## config.mk

```make
export PLATFORM = sky130hd
export DESIGN_NAME = clock_set_ctrl
export DESIGN_NICKNAME = d
export VERILOG_FILES = /design/src/rtl/clock_ctrl_pkg.sv /design/src/rtl/btn_sync_edge.sv /design/src/rtl/clock_set_ctrl.sv
export SDC_FILE = /design/constraint.sdc
export NUM_CORES = 1
export LEC_CHECK = 0
export BUFFER_PORTS_ARGS = -buffer_cell sky130_fd_sc_hd__buf_2
export CAP_MARGIN = 5
export CORE_MARGIN = 5
export CORE_UTILIZATION = 37
export CTS_CLUSTER_DIAMETER = 60
export DETAILED_ROUTE_END_ITERATION = 16
export PLACE_DENSITY = 0.65
export SETUP_SLACK_MARGIN = 0.1
export SYNTH_ARGS = -nofsm -noshare
export SYNTH_HDL_FRONTEND = slang
export SYNTH_SLANG_ARGS = --single-unit
```

## constraint.sdc

```tcl
create_clock -name clk -period 1.7 [get_ports clk]
set_clock_uncertainty 0.05 [all_clocks]
set_input_delay 0.51 -clock clk [delete_from_list [all_inputs] [get_ports clk]]
set_output_delay 0.51 -clock clk [all_outputs]
set_load 0.02 [all_outputs]
```

## src/rtl/clock_ctrl_pkg.sv

```systemverilog
// clock_ctrl_pkg: FSM states, field_sel encoding and adjust-pulse indices for clock_set_ctrl.
`default_nettype none

package clock_ctrl_pkg;

  typedef enum logic [1:0] {
    RUN   = 2'd0,
    SET_H = 2'd1,
    SET_M = 2'd2,
    SET_S = 2'd3
  } state_t;

  localparam logic [1:0] FIELD_NONE = 2'd0;
  localparam logic [1:0] FIELD_HOUR = 2'd1;
  localparam logic [1:0] FIELD_MIN  = 2'd2;
  localparam logic [1:0] FIELD_SEC  = 2'd3;

  localparam int ADJ_UP_H   = 0;
  localparam int ADJ_DOWN_H = 1;
  localparam int ADJ_UP_M   = 2;
  localparam int ADJ_DOWN_M = 3;
  localparam int ADJ_UP_S   = 4;
  localparam int ADJ_DOWN_S = 5;

  function automatic state_t advance(input state_t s);
    case (s)
      RUN:     return SET_H;
      SET_H:   return SET_M;
      SET_M:   return SET_S;
      default: return RUN;
    endcase
  endfunction

  function automatic logic [1:0] field_of(input state_t s);
    case (s)
      SET_H:   return FIELD_HOUR;
      SET_M:   return FIELD_MIN;
      SET_S:   return FIELD_SEC;
      default: return FIELD_NONE;
    endcase
  endfunction

endpackage

`default_nettype wire

```

## src/rtl/btn_sync_edge.sv

```systemverilog
// btn_sync_edge: 2-flop synchronizer, registered rising-edge press, optional auto-repeat
// (auto-repeat built only when CLOCK_SET_AUTOREPEAT_EN is defined).
`default_nettype none

module btn_sync_edge #(
  parameter int REPEAT_DLY = 50_000_000,
  parameter int REPEAT_PER = 10_000_000
) (
  input  logic clk,
  input  logic rst_n,
  input  logic btn,
  input  logic repeat_en,
  output logic press
);

  logic sync1, sync2, sync2_d;
  logic valid1, valid2;
  logic armed;
  logic edge_hit;

  // armed only once the synchronizer has seen the button low after reset,
  // so a button held through reset release never counts as a press.
  always_ff @(posedge clk or negedge rst_n) begin
    if (!rst_n) begin
      sync1   <= 1'b0;
      sync2   <= 1'b0;
      sync2_d <= 1'b0;
      valid1  <= 1'b0;
      valid2  <= 1'b0;
      armed   <= 1'b0;
    end else begin
      sync1   <= btn;
      sync2   <= sync1;
      sync2_d <= sync2;
      valid1  <= 1'b1;
      valid2  <= valid1;
      armed   <= armed | (valid2 & ~sync2);
    end
  end

  assign edge_hit = sync2 & ~sync2_d & armed;

`ifdef CLOCK_SET_AUTOREPEAT_EN
  localparam int RPT_MAX = (REPEAT_DLY > REPEAT_PER) ? REPEAT_DLY : REPEAT_PER;
  localparam int RPT_W   = (RPT_MAX < 2) ? 1 : $clog2(RPT_MAX);

  logic             rpt_active;
  logic             rpt_phase;
  logic [RPT_W-1:0] rpt_cnt;
  logic             rpt_hold;
  logic             rpt_fire;

  assign rpt_hold = rpt_active & sync2 & repeat_en;
  assign rpt_fire = rpt_hold & (rpt_cnt == (rpt_phase ? RPT_W'(REPEAT_PER - 1)
                                                      : RPT_W'(REPEAT_DLY - 1)));

  always_ff @(posedge clk or negedge rst_n) begin
    if (!rst_n) begin
      rpt_active <= 1'b0;
      rpt_phase  <= 1'b0;
      rpt_cnt    <= '0;
      press      <= 1'b0;
    end else begin
      press <= edge_hit | rpt_fire;
      if (edge_hit && repeat_en) begin
        rpt_active <= 1'b1;
        rpt_phase  <= 1'b0;
        rpt_cnt    <= '0;
      end else if (!rpt_hold) begin
        rpt_active <= 1'b0;
        rpt_phase  <= 1'b0;
        rpt_cnt    <= '0;
      end else if (rpt_fire) begin
        rpt_phase  <= 1'b1;
        rpt_cnt    <= '0;
      end else begin
        rpt_cnt    <= rpt_cnt + 1'b1;
      end
    end
  end
`else
  localparam int unused_rpt_cfg = REPEAT_DLY + REPEAT_PER;
  logic unused_repeat_en;
  assign unused_repeat_en = repeat_en;

  always_ff @(posedge clk or negedge rst_n) begin
    if (!rst_n) press <= 1'b0;
    else        press <= edge_hit;
  end
`endif

endmodule

`default_nettype wire

```

## src/rtl/clock_set_ctrl.sv

```systemverilog
// clock_set_ctrl: time-set mode FSM (RUN/SET_H/SET_M/SET_S) with adjust pulses, blink and timeout.
// Auto-repeat of held up/down buttons is enabled by defining CLOCK_SET_AUTOREPEAT_EN.
`default_nettype none

module clock_set_ctrl #(
  parameter int REPEAT_DLY = 50_000_000,
  parameter int REPEAT_PER = 10_000_000,
  parameter int TIMEOUT_S  = 10
) (
  input  logic       clk,
  input  logic       rst_n,
  input  logic       tick_1hz,
  input  logic       btn_mode,
  input  logic       btn_up,
  input  logic       btn_down,
  output logic       en_s,
  output logic       up_s,
  output logic       down_s,
  output logic       up_m,
  output logic       down_m,
  output logic       up_h,
  output logic       down_h,
  output logic [1:0] field_sel,
  output logic       blink
);
  import clock_ctrl_pkg::*;

  localparam int TO_W = (TIMEOUT_S < 1) ? 1 : $clog2(TIMEOUT_S + 1);

  state_t          state, state_next;
  logic [TO_W-1:0] to_cnt, to_next;
  logic            blink_next;
  logic [5:0]      adj_pulse, adj_next;
  logic            press_mode, press_up, press_down, press_any;
  logic            in_set, timeout_hit;

  btn_sync_edge #(.REPEAT_DLY(REPEAT_DLY), .REPEAT_PER(REPEAT_PER)) u_mode (
    .clk(clk), .rst_n(rst_n), .btn(btn_mode), .repeat_en(1'b0), .press(press_mode));
  btn_sync_edge #(.REPEAT_DLY(REPEAT_DLY), .REPEAT_PER(REPEAT_PER)) u_up (
    .clk(clk), .rst_n(rst_n), .btn(btn_up), .repeat_en(in_set), .press(press_up));
  btn_sync_edge #(.REPEAT_DLY(REPEAT_DLY), .REPEAT_PER(REPEAT_PER)) u_down (
    .clk(clk), .rst_n(rst_n), .btn(btn_down), .repeat_en(in_set), .press(press_down));

  assign in_set      = (state != RUN);
  assign press_any   = press_mode | press_up | press_down;
  assign timeout_hit = (to_cnt == TO_W'(TIMEOUT_S));

  always_ff @(posedge clk or negedge rst_n) begin
    if (!rst_n) begin
      state     <= RUN;
      to_cnt    <= '0;
      blink     <= 1'b0;
      adj_pulse <= '0;
      field_sel <= FIELD_NONE;
    end else begin
      state     <= state_next;
      to_cnt    <= to_next;
      blink     <= blink_next;
      adj_pulse <= adj_next;
      field_sel <= field_of(state_next);
    end
  end

  always_comb begin
    state_next = state;
    to_next    = to_cnt;
    blink_next = blink;
    adj_next   = '0;

    if (press_mode)                 state_next = advance(state);
    else if (in_set && timeout_hit) state_next = RUN;

    // A mode press or an up+down collision suppresses the adjust pulse.
    if (in_set && !press_mode && (press_up ^ press_down)) begin
      case (state)
        SET_H: begin
          adj_next[ADJ_UP_H]   = press_up;
          adj_next[ADJ_DOWN_H] = press_down;
        end
        SET_M: begin
          adj_next[ADJ_UP_M]   = press_up;
          adj_next[ADJ_DOWN_M] = press_down;
        end
        SET_S: begin
          adj_next[ADJ_UP_S]   = press_up;
          adj_next[ADJ_DOWN_S] = press_down;
        end
        default: adj_next = '0;
      endcase
    end

    // Leaving, entering or sitting in RUN restarts both timeout and blink.
    if (state_next == RUN || state_next != state) begin
      to_next    = '0;
      blink_next = 1'b0;
    end else begin
      if (press_any)                     to_next = '0;
      else if (tick_1hz && !timeout_hit) to_next = to_cnt + 1'b1;
      if (tick_1hz) blink_next = ~blink;
    end
  end

  assign en_s   = (state == RUN) ? tick_1hz : 1'b0;
  assign up_h   = adj_pulse[ADJ_UP_H];
  assign down_h = adj_pulse[ADJ_DOWN_H];
  assign up_m   = adj_pulse[ADJ_UP_M];
  assign down_m = adj_pulse[ADJ_DOWN_M];
  assign up_s   = adj_pulse[ADJ_UP_S];
  assign down_s = adj_pulse[ADJ_DOWN_S];

endmodule

`default_nettype wire

```

==> key figures <==
Finish
  • Most frequent cells in the layout: dfrtp_1 (31), buf_2 (13), buf_4 (11)
  • Diodes inserted: 0
  • Share of layout cells above drive strength 1: between 30% and 40%
  • Post-Layout Cell Count: approximately 170
  • Area growth syn-to-layout: 27.0%
  • Footprint of the multi-input gates: 394 um2
  • Final net count: 137
  • Finished Cell Area: 1500 um2
  • Register Area: 776 um2
  • Number of fillers in the final layout: 289
  • Commonest non-fill, non-tap cell in the layout: dfrtp_1
  • Final core occ: 49.1%

Run status
  • Failing checks: negative setup slack
  • Status: complete, but fails checks

Timing
  • Max Freq: 578 MHz
  • Worst hold slack: around 0.13 ns
  • Fin. Hold Viols: 0
  • RSZ-0062 raised after global routing: yes
  • Final cycle utilization of the critical path: 102%
  • Post-route minimum period: ~1.7 ns
  • Final worst slack: -0.0309 ns
  • Sum Neg Setup Slack: -0.0309 ns
  • Max-slew violations: 0
  • Setup Viol. Count Final: 1

Floorplan
  • Die ar.: 4420 um2
  • Chip width: roughly 66 um
  • Core area: just over 3000 um2
  • DIE HEIGHT: around 66 um
  • # rows: 20
  • Starting Density: 38.6%
  • I/O pins: 16

Detailed routing
  • Iteration count of the initial detailed-routing pass: 2
  • DRC: 0
  • DR WL/cell: ~11 um
  • Antenna Nets Post-Route: 0
  • Routed via count: 755
  • 1st-iter DRT viols: 22
  • Final wirelength: slightly below 2 mm
  • Via density: between 4 and 5

Setup path
  • R2r setup slk: 0.18 ns
  • Worst reg2reg path depth: 4
  • Reg-to-reg endpoint: to_cnt[2]$_DFFE_PN0P_
  • WS Path Type: flop to output port
  • Reg2Reg Launch Point: to_cnt[1]$_DFFE_PN0P_
  • CP startpoint kind: flop
  • Crit path DAT: about 1.2 ns
  • Peak fanout along the critical path: 2
  • Worst EP required: ~1.1 ns
  • Critical Path End Type: output port

Global route
  • Overflow after GRT: 0
  • Vias in the first global route: just under 800
  • Largest net degree at the start of global routing: 32
  • Initial antenna violation count: 0
  • GRT Overall Usage: 10.7%
  • First-pass GRT wire length: 3.37 mm

Clocking
  • CTS Hold Bufs: 0
  • CTS max path bufs: 2
  • CTS clk-pin slew, worst paths: 0.08 ns
  • Clk sinks: 31
  • Later-pin clock latency in the skew report: 0.32 ns
  • Clk root buf: clkbuf_4
  • H-Tree Depth: 2
  • CTS tree: yes
  • CTS Buf Count: 5

Yosys
  • Share of the synthesized area in the top cell type: 65.7%
  • Top cells by area, synth: dfrtp_1 (66%), ha_1 (6.4%), and2_1 (3.2%), inv_1 (2.5%), a21o_1 (1.9%)
  • Post-synth top area cell: dfrtp_1
  • Sequential area share after synthesis: 65.7%
  • Post-Synthesis Cell Area: 1180 um2
  • Mapped Nets: 106
  • FF+latch count, synth: 31
  • Ys Warns: 0
  • Mapped Cells: 94
  • Count of cell types in the netlist: 25
  • Synthesized area per cell: 12.6 um2

Power
  • Max VDD drop: 0.000431 V
  • Total power: between 2 and 2.5 mW
  • Pwr/cell area: around 1400 nW/um2
  • Leakage: roughly 0.74 nW

Placed design
  • GPL Wtd Cong: 0.781
  • Worst slack at placement: 0.0988 ns
  • Detailed Place HPWL: 1.32 mm
  • # placed instances: about 160
  • Buffers on Ports: 15
  • Placed Area: 1340 um2

Flow run
  • Max-cap viol count: 0

Worst hold path
  • Worst hold path class: input port to asynchronous set/reset pin
## layer usage
layer	share of wire, %	GRT usage [%]	vias up
met3	8.4	4.89	5
met2	52	17.3	21
li1	-	-	374
met4	1.6	6.85	0
met1	38	11.1	355
met5	0	0	-
## flip-flops by register name, indices dropped and copies added (netlist names)
register	count
adj_pulse	6
blink	1
field_sel	1
state	2
to_cnt	4
u_down.armed	1
u_down.press	1
u_down.sync1	1
u_down.sync2	1
u_down.sync2_d	1
u_down.valid1	1
u_down.valid2	1
u_mode.armed	1
u_mode.press	1
u_mode.sync1	1
u_mode.sync2	1
u_mode.sync2_d	1
u_up.armed	1
u_up.press	1
u_up.sync1	1
u_up.sync2	1
u_up.sync2_d	1
## logic make-up (layout without fill, tap and decap cells)
kind of cell	Yosys count	count (layout)	synth area share (%)
flip-flops	31	31	65.7
buffers and inverters	10	41	3.50
AND/OR/NAND/NOR	27	27	12.7
XOR/XNOR	2	2	1.48
AO/OA/AOI/OAI	17	17	9.86
adder cells (fa/ha/maj)	6	6	6.36
other	1	1	0.318
## worst max-delay path: stages (launching register included)
cell and delay (ns):
dfrtp_1 0.39, inv_2 0.09, ha_4 0.15, inv_4 0.04, nor2_4 0.07, buf_6 0.11
## power by group
part	switching, mW	internal [mW]	leakage, nW	total [mW]
combinational	0.357	0.333	0.315	0.690
sequential	0.0393	0.813	0.382	0.852
clock	0.222	0.303	0.0383	0.525
## Yosys cell counts
cell       instances
ha_1               6
or2_2              1
or3_2              3
conb_1             1
a21o_2             1
o2bb2ai_1          1
nor2_1             6
o21bai_1           1
clkbuf_1           1
xnor2_1            1
a2111o_1           1
nor4b_1            2
nand4_1            2
dfrtp_1           31
xor2_1             1
inv_1              8
o2111ai_1          1
and3b_1            1
nand2_1            6
and2_1             6
buf_4              1
a21oi_1            4
a311oi_1           1
a21o_1             3
o21ai_0            4
## what timing repair did
action	CTS	global route
buffers inserted	5	2
pin swaps	2	1
gates resized for setup	10	3
endpoints found under the setup margin	5	9
## final cells by class
cell class                      count  share of cell area [%]
Tap cell                           44                    3.67
Timing Repair Buffer               26                    11.4
Clock inverter                      1                    2.00
Inverter                            8                    2.17
Clock buffer                        6                    2.75
Multi-Input combinational cell     53                    26.3
Sequential cell                    31                    51.8
## worst max-delay path by stage
stage,startpoint,endpoint,cells after the start,slack [ns]
2_1_floorplan,state[0]$_DFF_PN0_,en_s,4,0.13
3_3_place_gp,to_cnt[0]$_DFFE_PN0P_,to_cnt[1]$_DFFE_PN0P_,5,0.16
3_5_place_dp,to_cnt[0]$_DFFE_PN0P_,to_cnt[1]$_DFFE_PN0P_,5,0.1
4_1_cts,state[1]$_DFF_PN0_,en_s,5,-0.05
5_1_grt,state[1]$_DFF_PN0_,en_s,5,-0.09
6_report,state[1]$_DFF_PN0_,en_s,5,-0.03
Note: power is estimated with default switching activity, not from simulation.
